==> src/rtl/credit_returner.sv <==
// Far-end buffer of a credit-gated stream: FWFT FIFO that returns one credit per
// beat forwarded downstream and flags beats that arrive while the FIFO is full.
module credit_returner #(
  parameter int unsigned DATA_WIDTH   = 32,
  parameter int unsigned NUM_ELEMENTS = 4,
  parameter int unsigned DEPTH        = 8
) (
  input  logic                                 clk,
  input  logic                                 rst_n,
  input  logic [DATA_WIDTH*NUM_ELEMENTS-1:0]   in_data,
  input  logic [NUM_ELEMENTS-1:0]              in_keep,
  input  logic                                 in_last,
  input  logic                                 in_valid,
  output logic                                 in_ready,
  output logic [DATA_WIDTH*NUM_ELEMENTS-1:0]   out_data,
  output logic [NUM_ELEMENTS-1:0]              out_keep,
  output logic                                 out_last,
  output logic                                 out_valid,
  input  logic                                 out_ready,
  output logic                                 credit_return,
  output logic [$clog2(DEPTH+1)-1:0]           occupancy,
  output logic                                 overflow
);

  localparam int unsigned DataW = DATA_WIDTH * NUM_ELEMENTS;
  localparam int unsigned EntW  = DataW + NUM_ELEMENTS + 1;
  localparam int unsigned PtrW  = $clog2(DEPTH);
  localparam int unsigned OccW  = $clog2(DEPTH + 1);

  logic [EntW-1:0] mem_q [DEPTH];
  logic [PtrW-1:0] wr_ptr_q, wr_ptr_d;
  logic [PtrW-1:0] rd_ptr_q, rd_ptr_d;
  logic [OccW-1:0] occ_q, occ_d;
  logic            credit_q, credit_d;
  logic            overflow_q, overflow_d;

  logic full, empty, push, pop;
  logic [EntW-1:0] head;

  always_comb begin
    full  = (occ_q == OccW'(DEPTH));
    empty = (occ_q == '0);
    push  = in_valid && !full;
    pop   = !empty && out_ready;

    // DEPTH is a power of two, so natural pointer overflow is the modulo wrap.
    wr_ptr_d   = push ? wr_ptr_q + PtrW'(1) : wr_ptr_q;
    rd_ptr_d   = pop  ? rd_ptr_q + PtrW'(1) : rd_ptr_q;
    occ_d      = occ_q + OccW'(push) - OccW'(pop);
    credit_d   = pop;
    overflow_d = overflow_q || (in_valid && full);
  end

  always_ff @(posedge clk) begin
    if (!rst_n) begin
      wr_ptr_q   <= '0;
      rd_ptr_q   <= '0;
      occ_q      <= '0;
      credit_q   <= 1'b0;
      overflow_q <= 1'b0;
    end else begin
      wr_ptr_q   <= wr_ptr_d;
      rd_ptr_q   <= rd_ptr_d;
      occ_q      <= occ_d;
      credit_q   <= credit_d;
      overflow_q <= overflow_d;
    end
  end

  // Storage needs no reset: contents are only visible through occupancy.
  always_ff @(posedge clk) begin
    if (rst_n && push) begin
      mem_q[wr_ptr_q] <= {in_data, in_keep, in_last};
    end
  end

  always_comb begin
    head          = mem_q[rd_ptr_q];
    in_ready      = !full;
    out_valid     = !empty;
    out_data      = head[EntW-1 -: DataW];
    out_keep      = head[NUM_ELEMENTS:1];
    out_last      = head[0];
    credit_return = credit_q;
    occupancy     = occ_q;
    overflow      = overflow_q;
  end

  handshake_known_a : assert property (@(posedge clk) rst_n |-> !$isunknown({in_valid, out_ready}))
    else $fatal(1, "credit_returner: unknown in_valid/out_ready");

endmodule

==> config.mk <==
export PLATFORM = sky130hd
export DESIGN_NAME = credit_returner
export DESIGN_NICKNAME = d
export VERILOG_FILES = /design/src/rtl/credit_returner.sv
export SDC_FILE = /design/constraint.sdc
export NUM_CORES = 1
export LEC_CHECK = 0
export ABC_AREA = 0
export ABC_CLOCK_PERIOD_IN_PS = 19100
export BUFFER_PORTS_ARGS = -buffer_cell sky130_fd_sc_hd__buf_2
export CORE_MARGIN = 2
export CORE_UTILIZATION = 42
export DETAILED_ROUTE_END_ITERATION = 6
export GPL_TIMING_DRIVEN = 0
export PLACE_DENSITY_LB_ADDON = 0.1
export SETUP_SLACK_MARGIN = 0.02
export SYNTH_ARGS = -nofsm -noshare
export SYNTH_HDL_FRONTEND = slang
export SYNTH_SLANG_ARGS = --single-unit
==> constraint.sdc <==
create_clock -name clk -period 19.1 [get_ports clk]
set_input_delay 0.955 -clock clk [delete_from_list [all_inputs] [get_ports clk]]
set_output_delay 0.955 -clock clk [all_outputs]
set_load 0.01 [all_outputs]
# Word-level counts from Yosys, hierarchy flattened
# Memory sizes are Yosys's and may differ from the RTL's. A register that Yosys moved wholly into a read port is not among the register bits.
# Cells that the tools add are included.
op_classes:
  n_eq_ne: 1
  add_sub_neg: 4
  n_reduce_logical: 8
  n_mux: 4
ops:
  columns: ["operator", "count"]
  rows:
  - ["$add 3x1->3 const B", 2]
  - ["$mux 3", 2]
  - ["$add 4x1->4", 1]
  - ["$eq 4x4->1 const B", 1]
  - ["$logic_and 1x1->1", 4]
  - ["$logic_not 4->1", 1]
  - ["$sub 4x1->4", 1]
  - ["$logic_not 1->1", 2]
  - ["$mux 1", 2]
  - ["$logic_or 1x1->1", 1]
totals:
  ff_bits: 12
  ram_bits: 1064
  mem_count: 1
memory_table:
  columns: ["memory", "words", "width", "rd", "rd_clocked_by_memory_dff", "wr", "line", "text"]
  rows:
  - ["mem_q", 8, 133, 1, 1, 1, "30", "logic [EntW-1:0] mem_q [DEPTH];"]

# Depth between registers and ports, before layout
# Gate-level depths: netlist of run 1.
depth:
  ltp_word: 6
  depth_mapped: 11
  ltp_nobuf: 10

# Worst setup path before layout of run 1
# OpenSTA, ideal clock, no wires.
synth_path:
  path_type: "input port to flip-flop"
  startpoint: "in rst_n"
  endpoint: "mem mem_q[1][0] (netlist bit), enable pin"
  stages: 2
  t_arrival_ns: 14.893
  n_path_buf: 1
  path_slack_ns: 3.208
  setup_time_ns: 0.999
  cell_sequence: "clkbuf_1 > nor4b_1"
synth_via:
  elab_chain_len: 3
synth_rtl:
  columns: ["item", "line", "text"]
  rows:
  - ["start, declared", "9", "input logic rst_n,"]
  - ["$logic_and 1x1->1", "72", "if (rst_n && push) begin"]
  - ["$mux 1", "72", null]
  - ["$mux 1 (not written as such)", "73", "mem_q[wr_ptr_q] <= {in_data, in_keep, in_last};"]
  - ["end, declared", "30", null]
# Every way passes these cells.

==> summary.txt, run 1 <==
Outcome
  – Outcome: finished, final reports clean

Synth
  – Ranking of synthesized cells by area: edfxtp_1 (78%), mux4_2 (15%), mux2_2 (3.7%)
  – Top-count cell post-synth: edfxtp_1
  – Synth async-reset ratio: 0
  – Cell Area, Synth: between 40000 and 50000 um2
  – Avg Cell Area, Syn: approximately 25 um2
  – Mux cell area share after synthesis: 0.186
  – Top FF cell, synth: edfxtp_1
  – Synth cell types: 27
  – Number of enable flip-flop cells after synthesis: approximately 1100
  – Synth Area in Compound Gates: 0.000492
  – Ys Warns: 0
  – Cells after Synth: 1622
  – Area share of the largest cell type after synthesis: 0.785
  – Post-synth net total: 1767
  – Register area share after synthesis: 0.792
  – Leading area contributor after synthesis: edfxtp_1
  – Largest family of logic cells by synthesized area: multiplexers
  – Synth Area in Simple Gates: 0.00498
  – Area share of fa/ha/maj cells after synthesis: 0.00264
  – Commonest cells post-synth: edfxtp_1 (1064), mux4_2 (266), mux2_2 (133)
  – #FFs+latches synth: 1079
  – Xor and xnor area share after synthesis: 0.000430

Critical path
  – Slowest cell on crit path: clkbuf_1
  – Cell Chain, Critical Path: buf_2, clkbuf_1, buf_1, mux2_2, buf_2
  – CP Depth: 5
  – CP top delay family: buffers and inverters
  – Reg2reg setup slack: 14.81 ns
  – Crit path launch type: flop
  – WP data required: between 15 and 20 ns
  – Most used cell, CP: buf_2
  – CP Buf/Inv Count: 4
  – CP max FO: 10
  – Arrival @ worst endpoint: 3.57 ns
  – RR Endpoint: mem_q[4][85]
  – Setup crit end: out_data[59]
  – R2r startpoint: occupancy[2]
  – Crit path largest cell delay: 0.99 ns
  – Length in cells of the worst reg-to-reg path: 15
  – Worst setup path class: reg2out
  – CP Capture Type: output pin

Detailed routing
  – # DRC: 0
  – WL met3: 6060 um
  – Initial DRC count: 1450
  – Vias per Instance: 5.25
  – DR pass1 iterations: 5
  – Highest routed layer: met5
  – ANT nets after route: 0
  – Post-Route WL: slightly above 90000 um
  – WL/cell: 25.8 um
  – Metal-1 WL: 38700 um
  – Vias: 18700
  – Met2 WL: 44900 um

Clock network
  – Worst-path clk slew: 0.06 ns
  – Number of gates resized after CTS: 0
  – CTS H-tree depth: 3
  – Clock sink count: 1079
  – Post-CTS Hold Fix Bufs: 0
  – Post-CTS Setup Inserts: 0
  – Root buffer cell: clkbuf_16
  – Num CTS Buffers: 114
  – Clock latency at the later pin of the worst-skew pair: 0.69 ns
  – Clock Tree Buf Depth: 3
  – CTS tree: yes

STA
  – FMAX: 221 MHz
  – Fin Clk Skew: 0.0199 ns
  – Final setup fails: 0
  – Max-Slew Margin vs Limit: 0.143
  – Fin. Hold Viols: 0
  – Fin Hold WS: 0.476 ns
  – Slew Limit Fails: 0
  – Min Clock Period, post-route: around 4.5 ns
  – RSZ-0062 raised after global routing: no
  – Measured slew at the worst slew-check pin: roughly 1.3 ns
  – Part of the cycle the worst path needs: 0.237
  – Min setup slack post-route: around 15 ns

GRT
  – GRT Total Usage: 0.187
  – First-pass GRT wire length: 134000 um
  – Number of global-route vias before repair: about 20000
  – Largest net degree at the start of global routing: 22
  – Initial antenna violation count: 26
  – GR Overflow Total: 0

Place
  – Routability cong.: approximately 0.74
  – DP Worst Slack: 14.52 ns
  – DP Area: 45300 um2
  – DP HPWL: 63500 um
  – IO Port Bufs: 277

Cells and area
  – Count of nets after finishing: 2332
  – Post-Route Utilization: 0.507
  – Post-route cell area: 48900 um2
  – Area Growth Syn to Fin: 20.1%
  – Layout cells sized above 1: 0.457

Worst hold path
  – Type of the worst min-delay path: reg2reg

Power and ir drop
  – Lkg Pwr: 15.9 nW
  – Total power: 0.00578 W
  – Max VDD drop: 0.0836 mV
  – P per Cell Area: 118 nW/um2

Floorplanning
  – Starting density of the core: 0.422
  – Core area: 96400 um2
  – I/O pin cnt: 278
  – Die Y: around 320 um
  – Die Wd: 315 um
  – Row cnt: 114
  – Total Die Area: 99400 um2

Job
  – Max cap viols: 0
## how the worst min path moves through the flow
stage | cells past startpoint | endpoint | startpoint
final | 1 | overflow | overflow
after global routing | 1 | mem_q[3][117] | in_data[112]
after CTS | 1 | mem_q[0][98] | in_data[93]
after detailed placement | 1 | overflow | overflow
after global placement | 1 | overflow | overflow
after floorplan | 2 | flop | rd_ptr_q[2]
## metrics by stage
| step | std cells | TNS, ns |
|---|---|---|
| final | 3560 | 0 |
| after global routing | 3557 | 0 |
| after CTS | 3556 | 0 |
| after detailed placement | 3347 | 0 |
| after global placement | 3175 | -8823.24 |
| after floorplan | 1622 | 0 |
## layout by cell type, fill, tap and decap left out, types with 3 or more instances in the layout
cell type / instances
edfxtp_1: 1064
buf_2: 285
mux4_2: 266
mux2_2: 133
buf_4: 122
clkbuf_16: 116
buf_6: 66
clkbuf_1: 52
clkinv_1: 28
buf_1: 24
clkinv_2: 16
dfxtp_1: 15
nand2_1: 11
mux2i_1: 10
bufinv_16: 9
ha_1: 7
inv_1: 5
nand2b_1: 5
buf_12: 5
diode_2: 4
and2_1: 4
buf_8: 4
nand3_1: 3
nor4_2: 3
clkinv_8: 3
## registers in the layout (all words and copies together) (netlist names), named ones only
name	count
occupancy	4
rd_ptr_q	3
credit_return	1
overflow	1
wr_ptr_q	3
mem_q	1064
## area by class of cell
class	instances	area, um2
fill	7755	47500
antenna	4	10.0
inverter	5	18.8
clock buffer	148	3020
clock inverter	61	549
tap	1276	1600
buffer	79	509
sequential	1079	32300
timing repair buffer	449	2960
multi-input combinational	459	7990
## layer usage
metal | vias to the layer above | track usage
met5 | - | 0
met3 | 174 | 0.0512
met1 | 9883 | 0.253
met2 | 446 | 0.305
li1 | 8143 | -
met4 | 32 | 0.0439
## kinds of logic (layout without fill, tap and decap cells)
logic type | after synthesis | count (layout)
flops | 1079 | 1079
mux | 409 | 409
buf+inv | 84 | 742
simple gates | 37 | 37
fa+ha+maj | 8 | 8
compound gates | 3 | 3
xor+xnor | 2 | 2
other cells | 0 | 4
## report_power, final
part	internal (W)	total, W	switching [W]
sequential	0.00268	0.00270	0.0000197
clock	0.00123	0.00210	0.000873
combinational	0.000469	0.000974	0.000505
Note: power is estimated with default switching activity, not from simulation.
==> run 2: changes to the inputs <==
- ABC_CLOCK_PERIOD_IN_PS: 19100 -> 4150
- clock period: 19.1 -> 4.15 ns (I/O delays scaled with it)
==> run 2 against run 1 <==
Power grew to 4.7 times the previous value. Via count is 1.5% higher. Largest power group unchanged. Non-clock buffer count is 66 higher. Die area stayed put. Combinational power grew to 4.8 times the previous value. Largest cell class unchanged. Critical path depth stayed put. Wire length is 0.55% higher. Critical endpoint is now out_data[118].
==> summary.txt, run 2 (synthesized netlist as in run 1, its figures left out) <==
Outcome
  – Outcome: finished, final reports clean

STA
  – Min setup slack post-route: 0.387 ns
  – FMAX: 266 MHz
  – Fin. Hold Viols: 0
  – Final setup fails: 0
  – Part of the cycle the worst path needs: 0.907
  – Fin Clk Skew: between 0.015 and 0.02 ns
  – Slew Limit Fails: 0
  – Max-Slew Margin vs Limit: 0.200
  – Measured slew at the worst slew-check pin: approximately 1.2 ns
  – Min Clock Period, post-route: about 3.8 ns
  – Fin Hold WS: 0.323 ns
  – Setup_tns: 0 ns
  – RSZ-0062 raised after global routing: no

Critical path
  – R2r startpoint: occupancy[2]
  – Reg2reg setup slack: 1.09 ns
  – Crit path largest cell delay: 0.93 ns
  – Worst setup path class: reg2out
  – Crit path launch type: flop
  – Setup crit end: out_data[118]
  – CP Buf/Inv Count: 4
  – RR Endpoint: mem_q[4][86]
  – Slowest cell on crit path: clkbuf_1
  – CP Capture Type: output pin
  – WP data required: 3.94 ns
  – Arrival @ worst endpoint: 3.56 ns
  – Cell Chain, Critical Path: buf_2, clkbuf_1, clkbuf_1, mux2_2, buf_2
  – CP max FO: 10
  – Length in cells of the worst reg-to-reg path: 12
  – CP top delay family: buffers and inverters
  – CP Depth: 5

Cells and area
  – Area of the multi-input gates: roughly 8100 um2
  – Layout cells sized above 1: 0.428
  – Sequential cell area: 32300 um2
  – Most frequent cells in the layout: edfxtp_1 (1064), buf_2 (285), mux4_2 (266)
  – Commonest non-fill, non-tap cell in the layout: edfxtp_1
  – Fillers: 7649
  – Max reg flops: around 1100
  – Most flops, register: mem_q
  – Count of nets after finishing: 2399
  – Post-Route Utilization: 0.525
  – Area Growth Syn to Fin: 24.3%

GRT
  – Number of global-route vias before repair: 20400
  – GRT Total Usage: 0.189
  – Largest net degree at the start of global routing: 23
  – Initial antenna violation count: 12
  – GR Overflow Total: 0
  – First-pass GRT wire length: 137000 um

Floorplanning
  – Core area: just under 100000 um2
  – Starting density of the core: 0.422
  – Row cnt: 114
  – I/O pin cnt: 278
  – Die Y: 315 um
  – Total Die Area: 99400 um2
  – Die Wd: between 300 and 400 um

Clock network
  – Num CTS Buffers: around 120
  – Clock latency at the later pin of the worst-skew pair: ~0.7 ns
  – Worst-path clk slew: roughly 0.060 ns
  – CTS tree: yes
  – Clock sink count: 1079
  – CTS H-tree depth: 3
  – Root buffer cell: clkbuf_16
  – Clock Tree Buf Depth: 3

Power and ir drop
  – Total power: 0.0272 W
  – Max VDD drop: about 0.39 mV
  – P per Cell Area: around 540 nW/um2
  – Lkg Pwr: 16.4 nW

Place
  – DP Worst Slack: 0.927 ns
  – IO Port Bufs: approximately 280
  – DP HPWL: 61000 um
  – Routability cong.: 0.718

Detailed routing
  – WL/cell: approximately 25 um
  – # DRC: 0
  – Post-Route WL: slightly above 90000 um
  – ANT nets after route: 0
  – DR pass1 iterations: 7
  – Initial DRC count: roughly 1400
  – Vias: 19000
  – Vias per Instance: 5.21

Job
  – Max cap viols: 0

Worst hold path
  – Type of the worst min-delay path: in2reg
==> run 2: cell types whose count changed in the layout (fill, tap and decap cells not counted), moves of 4 or more <==
cell / before / now
buf_4: 122 / 0
buf_16: 2 / 20
clkbuf_1: 52 / 40
dlygate4sd3_1: 0 / 136
clkinv_4: 1 / 5
buf_8: 4 / 31
buf_6: 66 / 73
clkinv_2: 16 / 33
clkinv_1: 28 / 17
==> run 2: worst min path at each step <==
stage / startpoint / endpoint / slack (ns) / cells past startpoint
floorplan: in_last / mem_q[0][0] / 0.31 / 0
global placement: overflow / overflow / 0.45 / 1
detailed placement: overflow / overflow / 0.46 / 1
CTS: in_data[54] / mem_q[1][59] / 0.26 / 2
global route: in_data[54] / mem_q[1][59] / 0.31 / 2
finish: in_data[100] / mem_q[5][105] / 0.32 / 2
==> run 2: what timing repair did <==
action | in CTS | in global routing
setup buffers | 0 | 0
hold buffers | 136 | 0
resized for setup | 0 | 0
endpoints found under the hold margin | 1071 | 0
==> run 2: cell type report <==
cell class,count,share of cell area
inverter,5,0.000371
clock buffer,140,0.0604
multi-input combinational,459,0.159
tap,1276,0.0315
buffer,79,0.0103
clock inverter,76,0.0143
sequential,1079,0.637
timing repair buffer,515,0.0866
antenna,5,0.000247
==> run 2: report_power, final <==
part | switching (W) | internal [W] | leakage [nW]
logic | 0.00238 | 0.00225 | 4.77
clock network | 0.00414 | 0.00598 | 1.87
registers | 0.0000996 | 0.0124 | 9.73
==> run 2: metal layers <==
layer / track usage / wire length, um / up-vias
met4: 0.0442 / 1780 / 14
li1: - / - / 8259
met5: 0 / 96 / -
met3: 0.0462 / 5580 / 127
met2: 0.309 / 45500 / 445
met1: 0.259 / 39400 / 10100
==> run 2: stage by stage <==
| step | cells | area (um2) |
|---|---|---|
| floorplan | 1622 | 40800 |
| global placement | 3175 | 43800 |
| detailed placement | 3277 | 45500 |
| CTS | 3629 | 50600 |
| global route | 3633 | 50600 |
| finish | 3634 | 50600 |
